`src/rtl/seg_pkg.sv`:
```
// Shared types and constants for the seven-segment display driver.
// Latency: n/a (package only).
// Backpressure: n/a (package only).
package seg_pkg;

    // One BCD digit; values 10..15 are treated as blank by the decoder.
    typedef logic [3:0] bcd_t;

    // All cathodes off, decimal point included (active-low).
    localparam logic [7:0] SEG_BLANK = 8'hFF;

    // Active-low cathode patterns {DP,g,f,e,d,c,b,a} for digits 0..9, DP off.
    localparam logic [7:0] SEG_CODES [0:9] = '{
        8'hC0, 8'hF9, 8'hA4, 8'hB0, 8'h99,
        8'h92, 8'h82, 8'hF8, 8'h80, 8'h90
    };

endpackage

```
`src/rtl/bcd_to_seg7.sv`:
```
// BCD to active-low seven-segment decoder; codes above 9 blank the digit.
// Latency: purely combinational.
// Backpressure: none.
// Ports: i_bcd - digit to decode; o_seg - {g,f,e,d,c,b,a}, active-low.
module bcd_to_seg7
    import seg_pkg::*;
(
    input  bcd_t        i_bcd,
    output logic [6:0]  o_seg
);

    always_comb begin
        o_seg = SEG_BLANK[6:0];
        if (i_bcd <= 4'd9) begin
            o_seg = SEG_CODES[i_bcd][6:0];
        end
    end

endmodule

```
`src/rtl/seg_display_driver.sv`:
```
// Multiplexed, PWM-dimmed driver for a common-anode 4-digit seven-segment display.
// Latency: outputs are registered, one cycle behind the scan/PWM state.
// Backpressure: none; digit inputs are snapshotted once per scan frame.
// Ports: CLK100MHZ/nReset - clock and async active-low reset;
//        Digit3..Digit0, DpMask, Brightness - display content and dimming level;
//        SegmentDrivers - active-low anode enables; SevenSegment - active-low cathodes.
module seg_display_driver
    import seg_pkg::*;
#(
    parameter int REFRESH_DIV = 100000,  // cycles per digit slot, >= 2
    parameter int PWM_DIV     = 16       // cycles per PWM counter step, >= 1
)(
    input  logic        CLK100MHZ,
    input  logic        nReset,
    input  logic [3:0]  Digit3,
    input  logic [3:0]  Digit2,
    input  logic [3:0]  Digit1,
    input  logic [3:0]  Digit0,
    input  logic [3:0]  DpMask,
    input  logic [3:0]  Brightness,
    output logic [3:0]  SegmentDrivers,
    output logic [7:0]  SevenSegment
);

    localparam int PW = (REFRESH_DIV > 1) ? $clog2(REFRESH_DIV) : 1;
    localparam int DW = (PWM_DIV > 1) ? $clog2(PWM_DIV) : 1;
    localparam logic [PW-1:0] PRESC_LAST = PW'(REFRESH_DIV - 1);
    localparam logic [DW-1:0] PDIV_LAST  = DW'(PWM_DIV - 1);

    logic [PW-1:0]  r_presc;
    logic [1:0]     r_idx;
    bcd_t [3:0]     r_snap;
    logic [3:0]     r_snap_dp;
    logic [DW-1:0]  r_pwm_div;
    logic [3:0]     r_pwm_cnt;

    logic           w_slot_tick;
    logic           w_pwm_step;
    logic           w_pwm_on;
    bcd_t           w_sel_bcd;
    logic [6:0]     w_seg7;

    assign w_slot_tick = (r_presc == PRESC_LAST);
    assign w_pwm_step  = (r_pwm_div == PDIV_LAST);
    assign w_pwm_on    = (Brightness == 4'hF) || (r_pwm_cnt < Brightness);
    assign w_sel_bcd   = r_snap[r_idx];

    bcd_to_seg7 u_dec (
        .i_bcd (w_sel_bcd),
        .o_seg (w_seg7)
    );

    always_ff @(posedge CLK100MHZ or negedge nReset) begin
        if (!nReset) begin
            r_presc        <= '0;
            r_idx          <= 2'd0;
            r_snap         <= '0;
            r_snap_dp      <= 4'd0;
            r_pwm_div      <= '0;
            r_pwm_cnt      <= 4'd0;
            SegmentDrivers <= 4'b1111;
            SevenSegment   <= SEG_BLANK;
        end else begin
            // Digit-slot prescaler and scan index.
            if (w_slot_tick) begin
                r_presc <= '0;
                r_idx   <= r_idx + 2'd1;
            end else begin
                r_presc <= r_presc + 1'b1;
            end

            // Capture a whole frame's worth of content only at the frame
            // boundary so a time update can never split across digits.
            if (w_slot_tick && (r_idx == 2'd3)) begin
                r_snap    <= {Digit3, Digit2, Digit1, Digit0};
                r_snap_dp <= DpMask;
            end

            // PWM phase counter; wraps naturally at 15 -> 0.
            if (w_pwm_step) begin
                r_pwm_div <= '0;
                r_pwm_cnt <= r_pwm_cnt + 4'd1;
            end else begin
                r_pwm_div <= r_pwm_div + 1'b1;
            end

            SevenSegment <= {~r_snap_dp[r_idx], w_seg7};

            // The register loading at a slot_tick edge would still show the
            // outgoing digit; blank it so adjacent digits never overlap.
            if (w_slot_tick || !w_pwm_on) begin
                SegmentDrivers <= 4'b1111;
            end else begin
                SegmentDrivers <= ~(4'b0001 << r_idx);
            end
        end
    end

endmodule

```
`config.mk`:
```
export PLATFORM = sky130hd
export DESIGN_NAME = seg_display_driver
export DESIGN_NICKNAME = d
export VERILOG_FILES = /design/src/rtl/seg_pkg.sv /design/src/rtl/bcd_to_seg7.sv /design/src/rtl/seg_display_driver.sv
export SDC_FILE = /design/constraint.sdc
export NUM_CORES = 1
export LEC_CHECK = 0
export ABC_AREA = 0
export ABC_CLOCK_PERIOD_IN_PS = 3400
export BUFFER_PORTS_ARGS = -buffer_cell sky130_fd_sc_hd__buf_4
export CORE_AREA = 4 4 69 84
export DETAILED_ROUTE_END_ITERATION = 10
export DIE_AREA = 0 0 73 88
export PLACE_DENSITY = 0.82
export SLEW_MARGIN = 20
export SYNTH_ARGS = -nofsm -noshare
export SYNTH_HDL_FRONTEND = slang
export SYNTH_SLANG_ARGS = --single-unit
```
`constraint.sdc`:
```
create_clock -name CLK100MHZ -period 3.4 [get_ports CLK100MHZ]
set_clock_uncertainty 0.2 [all_clocks]
set_input_delay 0.68 -clock CLK100MHZ [delete_from_list [all_inputs] [get_ports CLK100MHZ]]
set_output_delay 0.68 -clock CLK100MHZ [all_outputs]
set_load 0.01 [all_outputs]
```
**Yosys cells after proc, flatten, opt, wreduce, memory -nomap -nowiden**

Memories as Yosys holds them, arrays and structs flattened.
Cells that the tools add are included.

- Register bits after elaboration: 59
- Bits in latches: 0
- Bits in writable memories: 0
- Memory bits (read-only): 128
- Input bits: 26
- Output and inout port bits: 12
- Logic and storage cells: 42
- Memories: 1

- $add $sub $neg: 4
- Multiply operators: 0
- Div/mod/pow operators: 0
- Order comparisons: 4
- Equal/unequal tests: 4
- Shift-type cells: 1
- Muxes and demuxes: 10
- Bitwise gates (word level): 3
- Reductions and logical operators: 4

Memories:

| memory | words | bits a word | read ports | clocked after memory_dff | write ports | line | RTL |
|---|---|---|---|---|---|---|---|
| (no name shown) | 16 | 8 | 1 | 0 | 0 | bcd_to_seg7.sv:15 | `o_seg = SEG_CODES[i_bcd][6:0];` |

Operators by type and width:

| operator | number |
|---|---|
| two-way mux 7 bit | 3 |
| adder 17 x 1 -> 17 bit (second input constant) | 1 |
| == test 17 bit (second input constant) | 1 |
| two-way mux 17 bit | 1 |
| two-way mux 4 bit | 3 |
| adder 4 x 1 -> 4 bit (second input constant) | 2 |
| binary-select mux 4 bit (select 2 bit) | 1 |
| == test 4 bit (second input constant) | 2 |
| >= comparator 5 bit (second input constant) | 1 |
| NOT 4 -> 5 bit | 1 |
| less-or-equal comparator 4 bit (second input constant) | 1 |
| less-than comparator 4 bit | 1 |
| NOT 4 bit | 1 |
| << shifter 1 x 2 -> 4 bit (first input constant) | 1 |
| less-than comparator 2 x 3 -> 1 bit (second input constant) | 1 |
| adder 2 x 1 -> 2 bit (second input constant) | 1 |
| binary-select mux 1 bit (select 2 bit) | 1 |
| == test 2 bit (second input constant) | 1 |
| logical OR 1 bit | 2 |
| logical AND 1 bit | 1 |
| zero test 1 bit | 1 |
| two-way mux 1 bit | 1 |
| NOT 1 bit | 1 |

**Longest topological paths before layout**

- Depth in word-level cells: 7
- Mapped depth: 7

**By module**

A second synthesis with hierarchy kept.

- Cell total of the unflattened synthesis: 222
- Area, all modules: 2846.5 µm²

Modules (own cells, without submodules):

| module | instances | cells each | area each (µm²) | sequential area each (µm²) |
|---|---|---|---|---|
| seg_display_driver | 1 | 192 | 2640.0 | 1491.4 |
| bcd_to_seg7 | 1 | 30 | 206.4 | 0.0 |

**Worst setup path after synthesis**

Ideal clock, no wire load.

- Kind: flip-flop to flip-flop
- Start: register r_idx[0]
- End: register SevenSegment[4]
- Data arrival time: 1.860 ns
- Required time: 3.107 ns
- Path slack: 1.248 ns
- Cell stages (with the launch flop): 8
- Period minus slack after synthesis: 2.152 ns
- Path through: dfrtp_1 -> clkbuf_1 -> mux4_2 -> inv_1 -> ha_1 -> nor2_1 -> o21ai_1 -> o211ai_1

- Cells in the longest elaborated chain, start to end: 7

Ends and longest elaborated chain:

| element | line | RTL |
|---|---|---|
| start, declared | seg_display_driver.sv:31 | `logic [1:0] r_idx;` |
| start signal, assigned | seg_display_driver.sv:67 | `r_idx <= r_idx + 2'd1;` |
| binary-select mux 4 bit (select 2 bit) (*) | seg_display_driver.sv:46 | `assign w_sel_bcd = r_snap[r_idx];` |
| two-way mux 4 bit (not written as such) (*) | seg_display_driver.sv:46 |  |
| NOT 4 -> 5 bit (not written as such) | bcd_to_seg7.sv:15 |  |
| memory (16 x 8 bit) | - |  |
| two-way mux 7 bit (not written as such) (2 in series) | bcd_to_seg7.sv:15 |  |
| two-way mux 7 bit (*) | bcd_to_seg7.sv:14 | `if (i_bcd <= 4'd9) begin` |
| via u_dec.o_seg[4] | bcd_to_seg7.sv:9 | `output logic [6:0] o_seg` |
| end signal, assigned | seg_display_driver.sv:87 | `SevenSegment <= {~r_snap_dp[r_idx], w_seg7};` |
| end, declared | seg_display_driver.sv:22 | `output logic [7:0] SevenSegment` |

The timed path passes the listed nets; every way through them passes the cells marked *. The select of a mux whose other input is x is not followed.
A chain may end at the register's enable or synchronous reset.

**Worst setup path in the final report**

- Start: register r_presc[6]
- End: register r_snap_dp[3]

- Cells in the longest elaborated chain, start to end: 2

Ends and longest elaborated chain:

| element | line | RTL |
|---|---|---|
| start, declared | seg_display_driver.sv:30 | `logic [PW-1:0] r_presc;` |
| start signal, assigned | seg_display_driver.sv:69 | `r_presc <= r_presc + 1'b1;` |
| == test 17 bit | seg_display_driver.sv:43 | `assign w_slot_tick = (r_presc == PRESC_LAST);` |
| logical AND 1 bit | seg_display_driver.sv:74 | `if (w_slot_tick && (r_idx == 2'd3)) begin` |
| end signal, assigned | seg_display_driver.sv:76 | `r_snap_dp <= DpMask;` |
| end, declared | seg_display_driver.sv:33 | `logic [3:0] r_snap_dp;` |

No other way between the ends.

==> metrics.md <==
| Metric | Value |
|---|---|
| Final Slew Violations | `0` |
| Sequential share of power | `0.506` |
| CP Cell Sequence | `or4b_1, nor4_2, nand2_1, buf_4, mux2_4` |
| Switching Share | `0.233` |
| Critical path type | `flip-flop to flip-flop` |
| CP required | `3.42 ns` |
| Crit-path max cell delay | `around 0.57 ns` |
| Final setup vio count | `0` |
| Max cap viols | `0` |
| Mean routed wirelength per cell | `approximately 16 um` |
| Clock power frac | `0.423` |
| Cells after Synth | `about 220` |
| Final hold vios | `0` |
| Final WS setup | `between 0.7 and 0.8 ns` |
| Initial antenna violation count | `0` |
| Worst Hold Class | `input port to async pin` |
| CTS clk-pin slew, worst paths | `approximately 0.07 ns` |
| Grt ovf | `0` |
| Synth unique cells | `35` |
| Die H | `roughly 88 um` |
| Leakage Power | `between 0.0015 and 0.002 uW` |
| Vias in the first global route | `around 1900` |
| Syn_area_per_cell | `between 10 and 15 um^2` |
| Register area | `around 1500 um^2` |
| First-pass GRT wire length | `about 9000 um` |
| Fin nets | `between 300 and 400` |
| Worst Hold Slack | `roughly 0.20 ns` |
| Initial Utilization | `0.574` |
| Worst Setup End Kind | `flip-flop` |
| Number of port buffers | `37` |
| RR Endpoint | `r_snap_dp[3]$_DFFE_PN0P_` |
| Number of vias per cell | `between 5 and 6` |
| Num CTS Buffers | `9` |
| R2R depth | `5` |
| Asr flop ratio synth | `1.00` |
| Fin crit period | `approximately 2.7 ns` |
| Dpl cell area | `3160 um^2` |
| Mapped Nets | `between 200 and 300` |
| Critical Path AT | `2.69 ns` |
| Multi-input logic area | `1260 um^2` |
| PD cells | `436 nW/um^2` |
| Delay-heaviest family, CP | `simple AND/OR/NAND/NOR gates` |
| Psw | `about 340 uW` |
| # DRC | `0` |
| Status | `finished, final reports clean` |
| F_max | `around 370 MHz` |
| Die area | `~6400 um^2` |
| Critical path fanouts, max | `12` |
| Synth top area cells | `dfrtp_1, dfstp_2, mux2_4, ha_1, mux4_2` |
| # diodes | `0` |
| Tcrit/Tclk final | `0.784` |
| Flop and latch count out of synthesis | `between 50 and 60` |
| Syn-to-layout area delta | `18.3%` |
| Top_reg_cell synth | `dfrtp_1` |
| Die width | `about 73 um` |
| Worst r2r src | `r_presc[6]$_DFF_PN0_` |
| Routability cong. | `between 0.8 and 0.9` |
| Post-DP HPWL | `around 3600 um` |
| VDD IR max | `between 0.2 and 0.3 mV` |
| Max H-tree Level | `3` |
| Worst-Margin Slew | `about 0.7 ns` |
| Clk root buf | `clkbuf_8` |
| Pint | `between 1000 and 1500 uW` |
| Crit start category | `flip-flop` |
| # hold bufs at CTS | `0` |
| Core area | `slightly below 5000 um^2` |
| TritonRoute pass-1 iters | `4` |
| GRT Resource Usage Total | `0.183` |
| Largest net degree at the start of global routing | `60` |
| Part of the Yosys area used for sequential elements | `0.526` |
| Synth Warn # | `0` |
| Slew headroom | `0.522` |
| Rows | `28` |
| I/O pin count | `38` |
| Finished layout cell area | `roughly 3400 um^2` |
| Maximum buffer depth of the clock tree | `2` |
| Reg2Reg Setup Slack | `0.73 ns` |
| Setup TNS | `0 ns` |
| Detailed Route Iter0 Violations | `around 100` |
| Ratio of cells with drive above 1 in the final layout | `0.349` |
| CTS tree | `built` |
| Latest clock arrival within the worst-skew pair | `roughly 0.34 ns` |
| Worst path bufs/invs | `1` |
| Slowest stage cell, crit path | `or4b_1` |
| Synth Cell Area | `around 2800 um^2` |
| DR vias | `approximately 1800` |
| Placement Setup Slack | `around 0.74 ns` |
| Post-CTS Setup Bufs | `0` |
| RSZ-0062 raised after global routing | `false` |
| CTS sink cnt | `59` |
| Gate power share | `0.071` |
| Post-CTS resize count | `0` |
| Post-synth EDFFs | `0` |
| Overall routed net length | `between 5000 and 6000 um` |
| Yosys top cell by area | `dfrtp_1` |
| Fillers | `between 300 and 400` |
| Final antenna-violating net count | `0` |
| Synth top area share | `0.415` |
## routing by layer
metal	wire (um)	vias to the layer above	track usage
li1	-	868	-
met1	2080	900	0.213
met2	2730	38	0.302
met3	282	9	0.0677
met4	98	0	0.0805
met5	0	-	0
## cells in the final DEF (no fill, tap or decap), types with 2 or more instances in the layout
cell type,netlist,routed
mux2_4,20,20
nand4_1,8,8
nand2b_1,2,2
or4b_1,2,2
nor4_2,2,2
o21ai_0,10,10
xor2_1,11,11
nor3_1,4,4
clkinvlp_4,0,2
clkbuf_8,0,9
dfrtp_1,47,47
mux4_2,5,5
o21ai_1,2,2
and4_1,3,3
xnor2_1,8,8
nor2_1,14,14
nand3_1,7,7
inv_1,12,12
ha_1,15,15
nand2_1,12,12
nor2b_1,5,5
and3_1,2,2
a21oi_1,4,4
buf_4,0,39
dfstp_2,12,12
clkinv_2,0,3
## kinds of logic after synthesis
| family | share of synthesized area |
|---|---|
| xor+xnor | 0.0587 |
| fa+ha+maj | 0.0662 |
| compound gates | 0.0388 |
| flops | 0.526 |
| buf+inv | 0.0309 |
| simple gates | 0.127 |
| mux | 0.153 |
## power by group through the flow
| stage | sequential (uW) | clock [uW] | combinational (uW) |
|---|---|---|---|
| 4_1_cts | 739 | 634 | 105 |
| 6_report | 739 | 619 | 104 |
| 3_5_place_dp | 751 | 0 | 104 |
| 5_1_grt | 740 | 666 | 115 |
| 3_3_place_gp | 751 | 0 | 101 |
| 2_1_floorplan | 754 | 0 | 41.7 |
## final cells by class
class,instances,area share
clock buffer,9,0.0369
clock inverter,7,0.0205
inverter,12,0.0134
multi-input combinational,146,0.375
sequential,59,0.445
tap,60,0.0224
timing repair buffer,39,0.0873
## registers in the layout, summed over array words and instances (netlist names)
signal and cells:
r_idx 2, SevenSegment 8, r_snap_dp 4, r_presc 17, SegmentDrivers 4, r_snap 16
r_pwm_cnt 4, r_pwm_div 4
## synth_stat cells, types with 4 or more instances
| cell type | number |
|---|---|
| dfrtp_1 | 47 |
| nand4_1 | 8 |
| mux4_2 | 5 |
| nor3_1 | 4 |
| dfstp_2 | 12 |
| ha_1 | 15 |
| xor2_1 | 11 |
| nand3_1 | 7 |
| clkbuf_1 | 4 |
| nor2b_1 | 5 |
| inv_1 | 12 |
| mux2_4 | 20 |
| a21oi_1 | 4 |
| nand2_1 | 12 |
| xnor2_1 | 8 |
| nor2_1 | 14 |
| o21ai_0 | 10 |
## metrics by stage
step	cells	utilization	total power (uW)
floorplan	224	-	796
global placement	316	0.640	852
detailed placement	316	0.640	855
CTS	332	0.679	1480
global route	332	0.679	1520
finish	332	0.679	1460
## worst max path at each step
stage / start / endpoint / slack (ns) / cells after the start
final: r_presc[6]$_DFF_PN0_ / r_snap_dp[3]$_DFFE_PN0P_ / 0.73 / 5
after global placement: r_presc[6]$_DFF_PN0_ / r_snap_dp[2]$_DFFE_PN0P_ / 0.84 / 5
after floorplan: r_idx[0]$_DFFE_PN0N_ / SevenSegment[4]$_DFF_PN1_ / 1.25 / 7
after detailed placement: r_presc[6]$_DFF_PN0_ / r_snap[15]$_DFFE_PN0P_ / 0.74 / 5
after global routing: r_presc[12]$_DFF_PN0_ / r_snap[8]$_DFFE_PN0P_ / 0.63 / 5
after CTS: r_presc[6]$_DFF_PN0_ / r_snap_dp[3]$_DFFE_PN0P_ / 0.73 / 5
No activity file was read; power rests on OpenSTA's default activity.
